## config.mk

```make
export PLATFORM = sky130hd
export DESIGN_NAME = wb_ram_tester
export DESIGN_NICKNAME = d
export VERILOG_FILES = /design/src/rtl/wb_ram_tester_pkg.sv /design/src/rtl/wb_lfsr32.sv /design/src/rtl/wb_ram_tester.sv
export SDC_FILE = /design/constraint.sdc
export NUM_CORES = 1
export LEC_CHECK = 0
export ABC_AREA = 0
export CORE_MARGIN = 2
export CORE_UTILIZATION = 51
export CTS_CLUSTER_DIAMETER = 150
export DETAILED_ROUTE_END_ITERATION = 10
export HOLD_SLACK_MARGIN = 0.1
export PLACE_DENSITY = 0.86
export SYNTH_ARGS = -nofsm -noshare
export SYNTH_HDL_FRONTEND = slang
export SYNTH_SLANG_ARGS = --single-unit
```

## constraint.sdc

```tcl
create_clock -name clk_i -period 3.78 [get_ports clk_i]
set_clock_uncertainty 0.15 [all_clocks]
set_input_delay 0.756 -clock clk_i [delete_from_list [all_inputs] [get_ports clk_i]]
set_output_delay 0.756 -clock clk_i [all_outputs]
set_load 0.02 [all_outputs]
```

## src/rtl/wb_ram_tester_pkg.sv

```systemverilog
`default_nettype none
// ============================================================================
//  Module      : wb_ram_tester_pkg
//  Description : Shared types and constants for the Wishbone RAM tester:
//                FSM state encoding, Wishbone cycle-type identifiers and the
//                32-bit Galois LFSR polynomial with its step function.
//  Revision    : 1.0  initial release
// ============================================================================
package wb_ram_tester_pkg;

  // Tester sequencing states (explicit 3-bit encoding).
  typedef enum logic [2:0] {
    IDLE  = 3'd0,
    WRITE = 3'd1,
    GAP   = 3'd2,
    READ  = 3'd3,
    DONE  = 3'd4
  } state_t;

  // Wishbone registered-feedback cycle type identifiers.
  localparam logic [2:0]  CTI_CLASSIC        = 3'b000;
  localparam logic [2:0]  CTI_INCR           = 3'b010;
  localparam logic [2:0]  CTI_EOB            = 3'b111;

  // Galois feedback mask applied when the bit shifted out is 1.
  localparam logic [31:0] LFSR_TAPS          = 32'h0040_0007;

  // An all-zero seed would lock the LFSR at zero, so it is replaced.
  localparam logic [31:0] LFSR_SEED_ZERO_SUB = 32'h0000_0001;

  // One Galois LFSR step.
  function automatic logic [31:0] lfsr_next(input logic [31:0] s);
    lfsr_next = {s[30:0], 1'b0} ^ (s[31] ? LFSR_TAPS : 32'h0);
  endfunction

endpackage : wb_ram_tester_pkg
`default_nettype wire

```

## src/rtl/wb_lfsr32.sv

```systemverilog
`default_nettype none
// ============================================================================
//  Module      : wb_lfsr32
//  Description : 32-bit Galois LFSR used as the test-pattern generator.
//                Load has priority over step; a zero seed loads as 1.
//  Ports       : clk_i   - clock
//                rst_i   - synchronous active-high reset
//                load_i  - load state from seed_i (zero substituted)
//                step_i  - advance one LFSR step
//                seed_i  - seed value
//                state_o - current LFSR state (pattern word)
//  Revision    : 1.0  initial release
// ============================================================================
module wb_lfsr32
  import wb_ram_tester_pkg::*;
(
  input  logic        clk_i,
  input  logic        rst_i,
  input  logic        load_i,
  input  logic        step_i,
  input  logic [31:0] seed_i,
  output logic [31:0] state_o
);

  logic [31:0] r_state;

  always_ff @(posedge clk_i) begin
    if (rst_i) begin
      r_state <= LFSR_SEED_ZERO_SUB;
    end else if (load_i) begin
      r_state <= (seed_i == 32'h0) ? LFSR_SEED_ZERO_SUB : seed_i;
    end else if (step_i) begin
      r_state <= lfsr_next(r_state);
    end
  end

  assign state_o = r_state;

endmodule : wb_lfsr32
`default_nettype wire

```

## src/rtl/wb_ram_tester.sv

```systemverilog
`default_nettype none
// ============================================================================
//  Module      : wb_ram_tester
//  Description : Wishbone initiator for memory self-test. On start it writes
//                an LFSR pattern to len words starting at base, leaves one
//                idle bus cycle, re-seeds the LFSR and reads the block back,
//                counting mismatches and capturing the first failing word
//                address. A slave error aborts the run.
//  Ports       : clk_i, rst_i          - clock, synchronous active-high reset
//                start_i               - start pulse (sampled only in IDLE)
//                base_adr_i, len_i     - first word address, word count
//                seed_i                - LFSR seed (0 runs as 1)
//                busy_o, done_o        - run in progress, completion pulse
//                abort_o               - last run ended by wb_err_i
//                err_cnt_o             - saturating mismatch count
//                first_err_adr_o       - word address of first mismatch
//                wb_*                  - Wishbone initiator interface
//  Revision    : 1.0  initial release
// ============================================================================
module wb_ram_tester
  import wb_ram_tester_pkg::*;
#(
  parameter int ADR_WIDTH = 13,
  parameter int LEN_WIDTH = 11
) (
  input  logic                 clk_i,
  input  logic                 rst_i,
  // control / status
  input  logic                 start_i,
  input  logic [ADR_WIDTH-3:0] base_adr_i,
  input  logic [LEN_WIDTH-1:0] len_i,
  input  logic [31:0]          seed_i,
  output logic                 busy_o,
  output logic                 done_o,
  output logic                 abort_o,
  output logic [15:0]          err_cnt_o,
  output logic [ADR_WIDTH-3:0] first_err_adr_o,
  // Wishbone initiator
  output logic [ADR_WIDTH-3:0] wb_adr_o,
  output logic [31:0]          wb_dat_o,
  input  logic [31:0]          wb_dat_i,
  output logic                 wb_we_o,
  output logic [3:0]           wb_sel_o,
  output logic                 wb_cyc_o,
  output logic                 wb_stb_o,
  output logic [2:0]           wb_cti_o,
  input  logic                 wb_ack_i,
  input  logic                 wb_err_i
);

  localparam int                 WAW        = ADR_WIDTH - 2;
  localparam logic [WAW-1:0]       c_adr_one  = WAW'(1);
  localparam logic [LEN_WIDTH-1:0] c_cnt_one  = LEN_WIDTH'(1);
  localparam logic [15:0]          c_err_max  = 16'hFFFF;

  // --------------------------------------------------------------------------
  // Registers
  // --------------------------------------------------------------------------
  state_t               r_state;
  state_t               w_next;
  logic [WAW-1:0]       r_base;
  logic [WAW-1:0]       r_adr;
  logic [LEN_WIDTH-1:0] r_len;
  logic [LEN_WIDTH-1:0] r_cnt;
  logic [31:0]          r_seed;
  logic [15:0]          r_err_cnt;
  logic [WAW-1:0]       r_first_err;
  logic                 r_abort;

  // --------------------------------------------------------------------------
  // Combinational helpers
  // --------------------------------------------------------------------------
  logic        w_in_bus;     // WRITE or READ: a bus cycle is open
  logic        w_err;        // slave error on an open cycle
  logic        w_word_ok;    // word completed normally (error wins over ack)
  logic        w_last;       // current word is the last of the phase
  logic        w_start_run;  // accepted start with a non-empty block
  logic        w_lfsr_load;
  logic [31:0] w_lfsr_seed;
  logic [31:0] w_lfsr;
  logic        w_mismatch;

  assign w_in_bus    = (r_state == WRITE) || (r_state == READ);
  assign w_err       = w_in_bus && wb_err_i;
  assign w_word_ok   = w_in_bus && wb_ack_i && !wb_err_i;
  assign w_last      = (r_cnt == (r_len - c_cnt_one));
  assign w_start_run = (r_state == IDLE) && start_i && (len_i != '0);

  // The LFSR is seeded at start and reloaded from the latched seed in GAP so
  // the read phase regenerates exactly the written sequence.
  assign w_lfsr_load = w_start_run || (r_state == GAP);
  assign w_lfsr_seed = (r_state == IDLE) ? seed_i : r_seed;
  assign w_mismatch  = (r_state == READ) && w_word_ok && (wb_dat_i != w_lfsr);

  wb_lfsr32 u_lfsr (
    .clk_i   (clk_i),
    .rst_i   (rst_i),
    .load_i  (w_lfsr_load),
    .step_i  (w_word_ok),
    .seed_i  (w_lfsr_seed),
    .state_o (w_lfsr)
  );

  // --------------------------------------------------------------------------
  // FSM: state register
  // --------------------------------------------------------------------------
  always_ff @(posedge clk_i) begin
    if (rst_i) begin
      r_state <= IDLE;
    end else begin
      r_state <= w_next;
    end
  end

  // --------------------------------------------------------------------------
  // FSM: next state and bus/status outputs
  // --------------------------------------------------------------------------
  always_comb begin
    w_next   = r_state;
    wb_cyc_o = 1'b0;
    wb_stb_o = 1'b0;
    wb_we_o  = 1'b0;
    wb_sel_o = 4'h0;
    wb_cti_o = CTI_CLASSIC;
    wb_dat_o = 32'h0;
    busy_o   = 1'b0;
    done_o   = 1'b0;

    case (r_state)
      IDLE: begin
        if (start_i) begin
          w_next = (len_i == '0) ? DONE : WRITE;
        end
      end

      WRITE: begin
        wb_cyc_o = 1'b1;
        wb_stb_o = 1'b1;
        wb_we_o  = 1'b1;
        wb_sel_o = 4'hF;
        wb_cti_o = w_last ? CTI_EOB : CTI_INCR;
        wb_dat_o = w_lfsr;
        busy_o   = 1'b1;
        if (w_err) begin
          w_next = DONE;
        end else if (w_word_ok && w_last) begin
          w_next = GAP;
        end
      end

      GAP: begin
        busy_o = 1'b1;
        w_next = READ;
      end

      READ: begin
        wb_cyc_o = 1'b1;
        wb_stb_o = 1'b1;
        wb_sel_o = 4'hF;
        wb_cti_o = w_last ? CTI_EOB : CTI_INCR;
        busy_o   = 1'b1;
        if (w_err || (w_word_ok && w_last)) begin
          w_next = DONE;
        end
      end

      DONE: begin
        done_o = 1'b1;
        w_next = IDLE;
      end

      default: begin
        w_next = IDLE;
      end
    endcase
  end

  // --------------------------------------------------------------------------
  // Datapath: address/word counters, result capture
  // --------------------------------------------------------------------------
  always_ff @(posedge clk_i) begin
    if (rst_i) begin
      r_base      <= '0;
      r_adr       <= '0;
      r_len       <= '0;
      r_cnt       <= '0;
      r_seed      <= 32'h0;
      r_err_cnt   <= 16'h0;
      r_first_err <= '0;
      r_abort     <= 1'b0;
    end else begin
      case (r_state)
        IDLE: begin
          if (start_i) begin
            r_base      <= base_adr_i;
            r_adr       <= base_adr_i;
            r_len       <= len_i;
            r_cnt       <= '0;
            r_seed      <= seed_i;
            r_err_cnt   <= 16'h0;
            r_first_err <= '0;
            r_abort     <= 1'b0;
          end
        end

        WRITE, READ: begin
          if (w_err) begin
            r_abort <= 1'b1;
          end else if (w_word_ok) begin
            // At the end of a phase rewind to base for the read pass.
            if (w_last) begin
              r_adr <= r_base;
              r_cnt <= '0;
            end else begin
              r_adr <= r_adr + c_adr_one;
              r_cnt <= r_cnt + c_cnt_one;
            end
          end

          if (w_mismatch) begin
            // Count is cleared at start and saturates, so zero means
            // "no mismatch seen yet in this run".
            if (r_err_cnt == 16'h0) begin
              r_first_err <= r_adr;
            end
            if (r_err_cnt != c_err_max) begin
              r_err_cnt <= r_err_cnt + 16'h1;
            end
          end
        end

        default: begin
        end
      endcase
    end
  end

  assign wb_adr_o        = r_adr;
  assign abort_o         = r_abort;
  assign err_cnt_o       = r_err_cnt;
  assign first_err_adr_o = r_first_err;

endmodule : wb_ram_tester
`default_nettype wire

```

==> results of run 1 <==
## power by group
group          leakage [nW]  internal [mW]  total (mW)  switching (mW)
clock                 0.311           1.18        1.81           0.632
combinational          2.32          0.356       0.775           0.419
sequential             1.14           1.56        1.68           0.120
total                  3.77           3.09        4.27            1.17
## repair_timing
action,CTS,global route
endpoints found under the setup margin,2,2
pin swaps,0,0
setup buffers,1,0
gates resized for setup,2,5
## layout make-up
| type | instances | area share, % |
|---|---|---|
| multi-input cells | 704 | 43.5 |
| clock buffers | 18 | 4.48 |
| well taps | 180 | 2.30 |
| clock inverters | 13 | 2.03 |
| repair buffers | 191 | 18.9 |
| flip-flops and latches | 139 | 28.4 |
| inverters | 10 | 0.383 |
## logic make-up after synthesis
group / Yosys count / synth area share (%)
simple gates: 406 / 26.9
flops: 139 / 37.7
xor+xnor: 62 / 7.36
fa+ha+maj: 5 / 0.848
buf+inv: 82 / 4.77
compound gates: 193 / 17.3
mux: 38 / 5.17
## through the flow
| step | power (mW) | setup slack [ns] | instances | util [%] |
|---|---|---|---|---|
| CTS | 4.27 | 0.0274 | 1255 | 70.1 |
| finish | 4.27 | 0.207 | 1255 | 70.1 |
| floorplan | 2.15 | 0.258 | 925 | - |
| global placement | 2.46 | 0.199 | 1223 | 65.5 |
| detailed placement | 2.47 | 0.152 | 1223 | 65.5 |
| global route | 4.42 | 0.0160 | 1255 | 70.1 |
## routing by layer
metal | wire length (um) | share of wire, % | global-route usage (%)
met1 | 8880 | 42 | 34.1
met2 | 10300 | 49 | 45.9
met3 | 1490 | 7.0 | 5.97
met4 | 465 | 2.2 | 9.78
met5 | 0 | 0 | 0
## worst max-delay path by stage
stage                     cells after the start           to  slack (ns)                  start
after floorplan                              10  wb_cti_o[2]        0.26  r_len[0]$_SDFFE_PP0P_
after global placement                        9  wb_cti_o[2]        0.20  r_len[1]$_SDFFE_PP0P_
after detailed placement                      9  wb_cti_o[0]        0.15  r_len[1]$_SDFFE_PP0P_
after CTS                                    10  wb_cti_o[0]        0.03  r_len[1]$_SDFFE_PP0P_
after global routing                          9  wb_cti_o[0]        0.02  r_len[1]$_SDFFE_PP0P_
final                                        10  wb_cti_o[0]        0.21  r_len[1]$_SDFFE_PP0P_
## state kept, by name, summed over array words and instances, names as in the netlist
name,flops
u_lfsr.state_o,32
first_err_adr_o,11
r_state,3
abort_o,1
r_len,11
r_cnt,11
wb_adr_o,11
r_seed,32
r_base,11
err_cnt_o,16
## cells in the final DEF, fill, tap and decap left out, types with 8 or more instances in the layout
cell type and count:
clkbuf_16 17, nor3_1 8, nor2_1 99, nand2_1 141, inv_1 9, buf_4 19
nand3b_1 15, dfxtp_1 139, mux2i_1 37, nand3_1 29, clkdlybuf4s50_1 170, xnor2_1 15
nor4_1 15, o21ai_0 12, xor2_1 47, o31ai_1 10, nand4_1 15, and2_1 34
a21oi_1 98, or4_1 13, a2111oi_0 34
## tightest hold or removal path, stage by stage, from the launching register on
cell	delay, ns
dfxtp_1	0.31
nand2_1	0.05
a21oi_1	0.05
==> flow_summary.ini, run 1 <==
[status]
run_status = complete, no violations

[logic_synthesis]
ys.warnings.count = 0
syn_inst = 925
synth_cell_types = 61
synth_top_area_share_pct = 37.7
ys_ff_latch = 139
ys_seq_area_share_pct = 37.7
syn_area_per_cell_um2 = 7.98
yosys.area.top_type = dfxtp_1
syn_nets = 1021
synth-edff-count = 0
synth-main-ff-cell = dfxtp_1
synthArstFlopShare_pct = 0
synth_area_leaders = dfxtp_1 (38%), nand2_1 (7.2%), a21oi_1 (6.6%), xor2_1 (5.6%), nor2_1 (5.1%)
yosysMostFrequentCell = nand2_1
synth_commonest_cells = nand2_1 (142), dfxtp_1 (139), nor2_1 (100)
syn_area_um2 = 7380

[route]
wirelength_mm = 21.1
avgRoutedWirePerCell_um = 16.8
num_vias = 7422
viasPerCell = 5.91
first_iter_violations = 684
drc = 0
ant_nets = 0
drt-pass1-iter-count = 5

[finish]
n_fill_cell = 1120
finalInstanceArea_um2 = 9800
area_growth_pct = 32.9
drive_gt1_share_pct = 6.79
antenna_cells = 0
nets = 1159
multi_input_area_um2 = 4270
seq_area_um2 = 2780

[critical_path]
worstSetupPathType = register to output pin
crit_buf_inv = 3
worstPathMaxFanout = 7
crit_chain = inv_1, ha_1, nor4b_4, buf_4, xor2_1, nand2b_1, mux2i_1, nand3_1, nor2_2, clkbuf_2
cp-start-kind = register
path_delay_family = simple AND/OR/NAND/NOR gates
endpoint_kind = output pin
reg2reg_depth = 7
slowest_stage = mux2i_1
r2r-end = wb_adr_o[6]$_SDFFE_PP0P_
cpPeakStageDelay_ns = 0.35
cp.required_ns = 2.87
ff2ff_setup_slack_ns = 0.82
crit_arrival_ns = 2.67
reg2reg_from = r_state[1]$_SDFFE_PP0P_

[min_path]
hp-class = register to register
hold_depth = 2
worstHoldEndpoint = r_seed[25]$_SDFFE_PP0P_
worstHoldStart = r_seed[25]$_SDFFE_PP0P_

[timing]
rsz0062_at_grt = false
worst_slew_pin_slew_ns = 1.00
fmax_mhz = 280
slew_headroom_pct = 33.1
finalHoldViolations = 0
setup_viol = 0
hold_ws_ns = 0.303
fin_tns_setup_ns = 0
post-route-period-util_pct = 94.5
slew_viol_final = 0
post-route-min-period_ns = 3.57

[clock_tree]
cts_tree = yes
ctsHoldBuffers = 0
cts_sinks = 139
clock_path_buffers = 2
clock_latency_ns = 0.43
cts_max_level = 4
clkTransAtPathRegs_ns = 0.06
cts_buffers = 17
root_buffer = clkbuf_16

[placed_design]
io_buffers = 173
gp_congestion = 0.861
dpl_cell_area_um2 = 9170
dp_hpwl_mm = 15.0

[grt]
grt_use_total_pct = 27.1
grt_max_degree = 95
overflow = 0
first_global_vias = 7064
grt_antenna_before_repair = 0
grt_pass1_wl_mm = 34.6

[power]
ir_worst_vdd_v = 0.000355
leakagePower_nw = 3.77
powerDensity_nw_per_um2 = 435

[floorplanning]
die_width_um = 124
rows = 43
die_h_um = 124
start_util_pct = 52.7
core_area_um2 = 14000
die-area_um2 = 15400
pin_count = 174

[job]
maxCapViolCount = 0
(Power assumes the default switching activity.)
==> run 2, diff against run 1 <==
- ABC_CLOCK_PERIOD_IN_PS: unset -> 3780
- CORE_ASPECT_RATIO: unset -> 1.1
- MAX_ROUTING_LAYER: unset -> met4
==> run 2 against run 1 <==
Die area barely moved. Non-clock buffer count fell by 1. Sequential power barely moved. Final area barely moved. Highest routed layer unchanged. Via count barely moved. Maximum frequency rose by 0.39%. Global-route usage rose by 1.5 points. Combinational power rose by 0.8%.
==> flow_summary.ini, run 2 (same netlist as run 1, synthesis figures left out) <==
[status]
run_status = complete, no violations

[timing]
slew_headroom_pct = 28.6
fin_tns_setup_ns = 0
hold_ws_ns = 0.304
rsz0062_at_grt = false
post-route-period-util_pct = 94.2
post-route-min-period_ns = 3.56
slew_viol_final = 0
setup_viol = 0
finalHoldViolations = 0
fmax_mhz = 281
worst_slew_pin_slew_ns = 1.06

[min_path]
hp-class = register to register

[finish]
final-instance-count-excl-fill = 1267
drive_gt1_share_pct = 6.88
multi_input_area_um2 = 4270
finalInstanceArea_um2 = 9810
antenna_cells = 0
nets = 1158
n_fill_cell = 1171
layout_commonest_cell = clkdlybuf4s50_1
area_growth_pct = 33.0
seq_area_um2 = 2780
layout_common_cells = clkdlybuf4s50_1 (170), nand2_1 (141), dfxtp_1 (139)

[floorplanning]
rows = 46
start_util_pct = 51.7
pin_count = 174
die_width_um = 119
die_h_um = 130
die-area_um2 = 15400
core_area_um2 = 14300

[job]
maxCapViolCount = 0

[route]
drc = 0
wirelength_mm = 21.8
drt-pass1-iter-count = 7
num_vias = 7427
avgRoutedWirePerCell_um = 17.2
viasPerCell = 5.86
first_iter_violations = 636
ant_nets = 0

[placed_design]
dp.cells = 1234
dp_hpwl_mm = 15.4
io_buffers = 173
dpl_cell_area_um2 = 9170
gp_congestion = 0.898

[critical_path]
timing.critical_path.from = r_len[1]$_SDFFE_PP0P_
worstSetupPathType = register to output pin
ff2ff_setup_slack_ns = 0.84
r2r-end = first_err_adr_o[5]$_SDFFE_PP0P_
endpoint = wb_cti_o[2]
crit_arrival_ns = 2.65
reg2reg_from = r_state[0]$_SDFFE_PP0P_
endpoint_kind = output pin
reg2reg_depth = 6
worstPathMaxFanout = 7
cp.required_ns = 2.87
cp-start-kind = register

[grt]
overflow = 0
grt_antenna_before_repair = 0
use_met3_pct = 5.38
grt_max_degree = 89
grt_pass1_wl_mm = 34.5
grt_use_met2_pct = 50.3
grt_use_total_pct = 28.7
busiest_layer = met2
first_global_vias = 7007
grt_use_met1_pct = 32.5

[power]
powerDensity_nw_per_um2 = 433
power_mw = 4.25
ir_worst_vdd_v = 0.000322
leakagePower_nw = 3.75

[clock_tree]
cts_max_level = 4
cts_buffers = 17
root_buffer = clkbuf_16
clock_path_buffers = 2
clkTransAtPathRegs_ns = 0.06
cts_sinks = 139
clock_latency_ns = 0.42
cts_tree = yes
[run 2: what timing repair did]
action | 4_1_cts | 5_1_grt
setup buffers | 1 | 0
endpoints found under the setup margin | 2 | 2
hold buffers | 0 | 0
resized for setup | 2 | 6
[run 2: worst min path at each step]
stage	startpoint	to	slack, ns	cells after the start
2_1_floorplan	r_base[7]$_SDFFE_PP0P_	r_base[7]$_SDFFE_PP0P_	0.28	2
3_3_place_gp	r_seed[15]$_SDFFE_PP0P_	r_seed[15]$_SDFFE_PP0P_	0.29	2
3_5_place_dp	r_seed[3]$_SDFFE_PP0P_	r_seed[3]$_SDFFE_PP0P_	0.30	2
4_1_cts	r_base[4]$_SDFFE_PP0P_	r_base[4]$_SDFFE_PP0P_	0.30	2
5_1_grt	r_seed[1]$_SDFFE_PP0P_	r_seed[1]$_SDFFE_PP0P_	0.32	2
6_report	r_seed[15]$_SDFFE_PP0P_	r_seed[15]$_SDFFE_PP0P_	0.30	2
[run 2: worst max-delay path: stages (launching register included)]
cell	delay (ns)
dfxtp_1	0.35
inv_1	0.07
ha_2	0.24
nor4b_4	0.29
xnor2_1	0.11
or4b_4	0.51
o311ai_4	0.10
nand3_1	0.16
nor2_1	0.20
clkbuf_2	0.21
[run 2: per-stage QoR]
| stage | utilization (%) | setup WS (ns) |
|---|---|---|
| after floorplan | - | 0.258 |
| after global placement | 64.3 | 0.279 |
| after detailed placement | 64.3 | 0.177 |
| after CTS | 68.8 | 0.0659 |
| after global routing | 68.7 | 0.0988 |
| final | 68.7 | 0.221 |
[run 2: cell type report]
| class | instances | share of cell area [%] |
|---|---|---|
| Clock inverter | 14 | 1.99 |
| Sequential cell | 139 | 28.4 |
| Clock buffer | 18 | 4.48 |
| Tap cell | 192 | 2.45 |
| Inverter | 10 | 0.383 |
| Timing Repair Buffer | 190 | 18.8 |
| Multi-Input combinational cell | 704 | 43.5 |
[run 2: power by group]
part,switching [mW],internal (mW)
Clock,0.658,1.12
Combinational,0.425,0.356
Sequential,0.123,1.56
Total,1.21,3.04
[run 2: routing by layer]
metal	vias to the layer above	share of wire, %
met1	3491	40
met4	0	2.8
met5	-	0
met2	334	51
met3	64	6.3
li1	3538	-
==> run 3, diff against run 2 <==
- ABC_CLOCK_PERIOD_IN_PS: 3780 -> 2900
- CORE_UTILIZATION: 51 -> 46
- CTS_CLUSTER_SIZE: unset -> 8
- PLACE_DENSITY: 0.86 -> 0.82
- clock period: 3.78 -> 2.9 ns (I/O delays scaled with it)
==> run 3 against run 2 <==
Largest cell class unchanged. Flip-flop and latch count unchanged. Count of clock-buffer cells in the layout is 8 higher. Global-route usage down 1.6 points. Non-clock buffer count is 45 higher. The run now ends with setup timing left. Via count rose by 1.5%.
==> flow_summary.ini, run 3 (same netlist as run 1, synthesis figures left out) <==
[clock_tree]
clkTransAtPathRegs_ns = 0.06
cts_sinks = 139
cts_tree = yes
clock_latency_ns = 0.43
cts_buffers = 17
root_buffer = clkbuf_16
cts_max_level = 4
clock_path_buffers = 2

[finish]
drive_gt1_share_pct = 11.2
layout_commonest_cell = nand2_1
area_growth_pct = 39.2
n_fill_cell = 1280
nets = 1203
antenna_cells = 0
utilization_pct = 65.5
layout_common_cells = nand2_1 (141), clkdlybuf4s50_1 (139), dfxtp_1 (137)
seq_area_um2 = 2790
multi_input_area_um2 = 4340

[critical_path]
cp.required_ns = 2.17
path_delay_family = simple AND/OR/NAND/NOR gates
crit_buf_inv = 2
ff2ff_setup_slack_ns = 0.15
worstPathMaxFanout = 3
worstSetupPathType = register to output pin
cp-start-kind = register
reg2reg_from = r_len[0]$_SDFFE_PP0P_
slowest_stage = or4b_4
timing.critical_path.from = r_len[0]$_SDFFE_PP0P_
crit_arrival_ns = 2.35
cpPeakStageDelay_ns = 0.51
endpoint_kind = output pin
crit_chain = inv_2, ha_4, nor4b_4, xnor2_1, or4b_4, o311ai_4, nand3_2, nor2_4, buf_6

[timing]
hold_ws_ns = 0.302
worst_slack_ns = -0.184
finalHoldViolations = 0
slew_headroom_pct = 55.1
post-route-min-period_ns = 3.08
slew_viol_final = 0
fin_tns_setup_ns = -0.367
rsz0062_at_grt = true
worst_slew_pin_slew_ns = 0.671
post-route-period-util_pct = 106
fmax_mhz = 324
setup_viol = 2

[min_path]
hp-class = register to register
worstHoldStart = r_base[1]$_SDFFE_PP0P_

[placed_design]
io_buffers = 173
gp_congestion = 0.925
dp_hpwl_mm = 16.0
dp_slack_ns = -0.379

[floorplanning]
die_width_um = 125
die_h_um = 137
die-area_um2 = 17100
start_util_pct = 47.1
pin_count = 174
core_area_um2 = 15700
rows = 48

[job]
maxCapViolCount = 0

[status]
violations = setup timing
run_status = finished, violations left

[grt]
grt_antenna_before_repair = 0
grt_use_total_pct = 27.1
grt_pass1_wl_mm = 36.2
first_global_vias = 7282
grt_max_degree = 56
overflow = 0

[power]
powerDensity_nw_per_um2 = 529
ir_worst_vdd_v = 0.000464
power_mw = 5.43
leakagePower_nw = 4.44

[route]
first_iter_violations = 508
avgRoutedWirePerCell_um = 17.1
wirelength_mm = 22.5
num_vias = 7539
ant_nets = 0
drt-pass1-iter-count = 6
drc = 0
viasPerCell = 5.71
==> run 3: worst min-delay path, stage by stage, from the launching register on <==
cell     delay, ns
dfxtp_1       0.30
nand2_1       0.05
a21oi_1       0.05
==> run 3: layer usage <==
layer / GRT usage [%] / vias up / routed length, um
li1: - / 3625 / -
met1: 32.0 / 3566 / 9290
met2: 45.8 / 295 / 11200
met3: 5.47 / 53 / 1380
met4: 10.7 / 0 / 665
met5: - / - / 0
==> run 3: final timing paths <==
kind | cells after the start | end
setup reg to reg | 11 | wb_adr_o[4]$_SDFFE_PP0P_
setup / recovery | 9 | wb_cti_o[0]
hold reg to reg | 2 | r_base[1]$_SDFFE_PP0P_
hold / removal | 2 | r_base[1]$_SDFFE_PP0P_
==> run 3: final cells by class <==
cell class                 count  share of cell area (%)
sequential                   139                    27.1
inverter                      10                   0.365
multi-input combinational    704                    42.2
tap                          200                    2.44
clock inverter                 6                   0.585
timing repair buffer         235                    22.3
clock buffer                  26                    4.96
==> run 3: per-stage QoR <==
stage               instances  area (um2)
floorplan                 925        7420
global placement         1283        9560
detailed placement       1283        9560
CTS                      1319       10200
global route             1320       10300
finish                   1320       10300
==> run 3: what timing repair did <==
| item | CTS | global route |
|---|---|---|
| endpoints found under the setup margin | 40 | 45 |
| gates resized for setup | 29 | 32 |
| hold buffers | 0 | 0 |
| pin swaps | 4 | 0 |
| gates cloned | 1 | 0 |
| setup buffers | 3 | 1 |
==> run 3: where the power goes <==
| group | total [mW] | internal, mW | switching, mW |
|---|---|---|---|
| Sequential | 2.18 | 2.03 | 0.147 |
| Clock | 2.11 | 1.29 | 0.817 |
| Combinational | 1.14 | 0.538 | 0.603 |
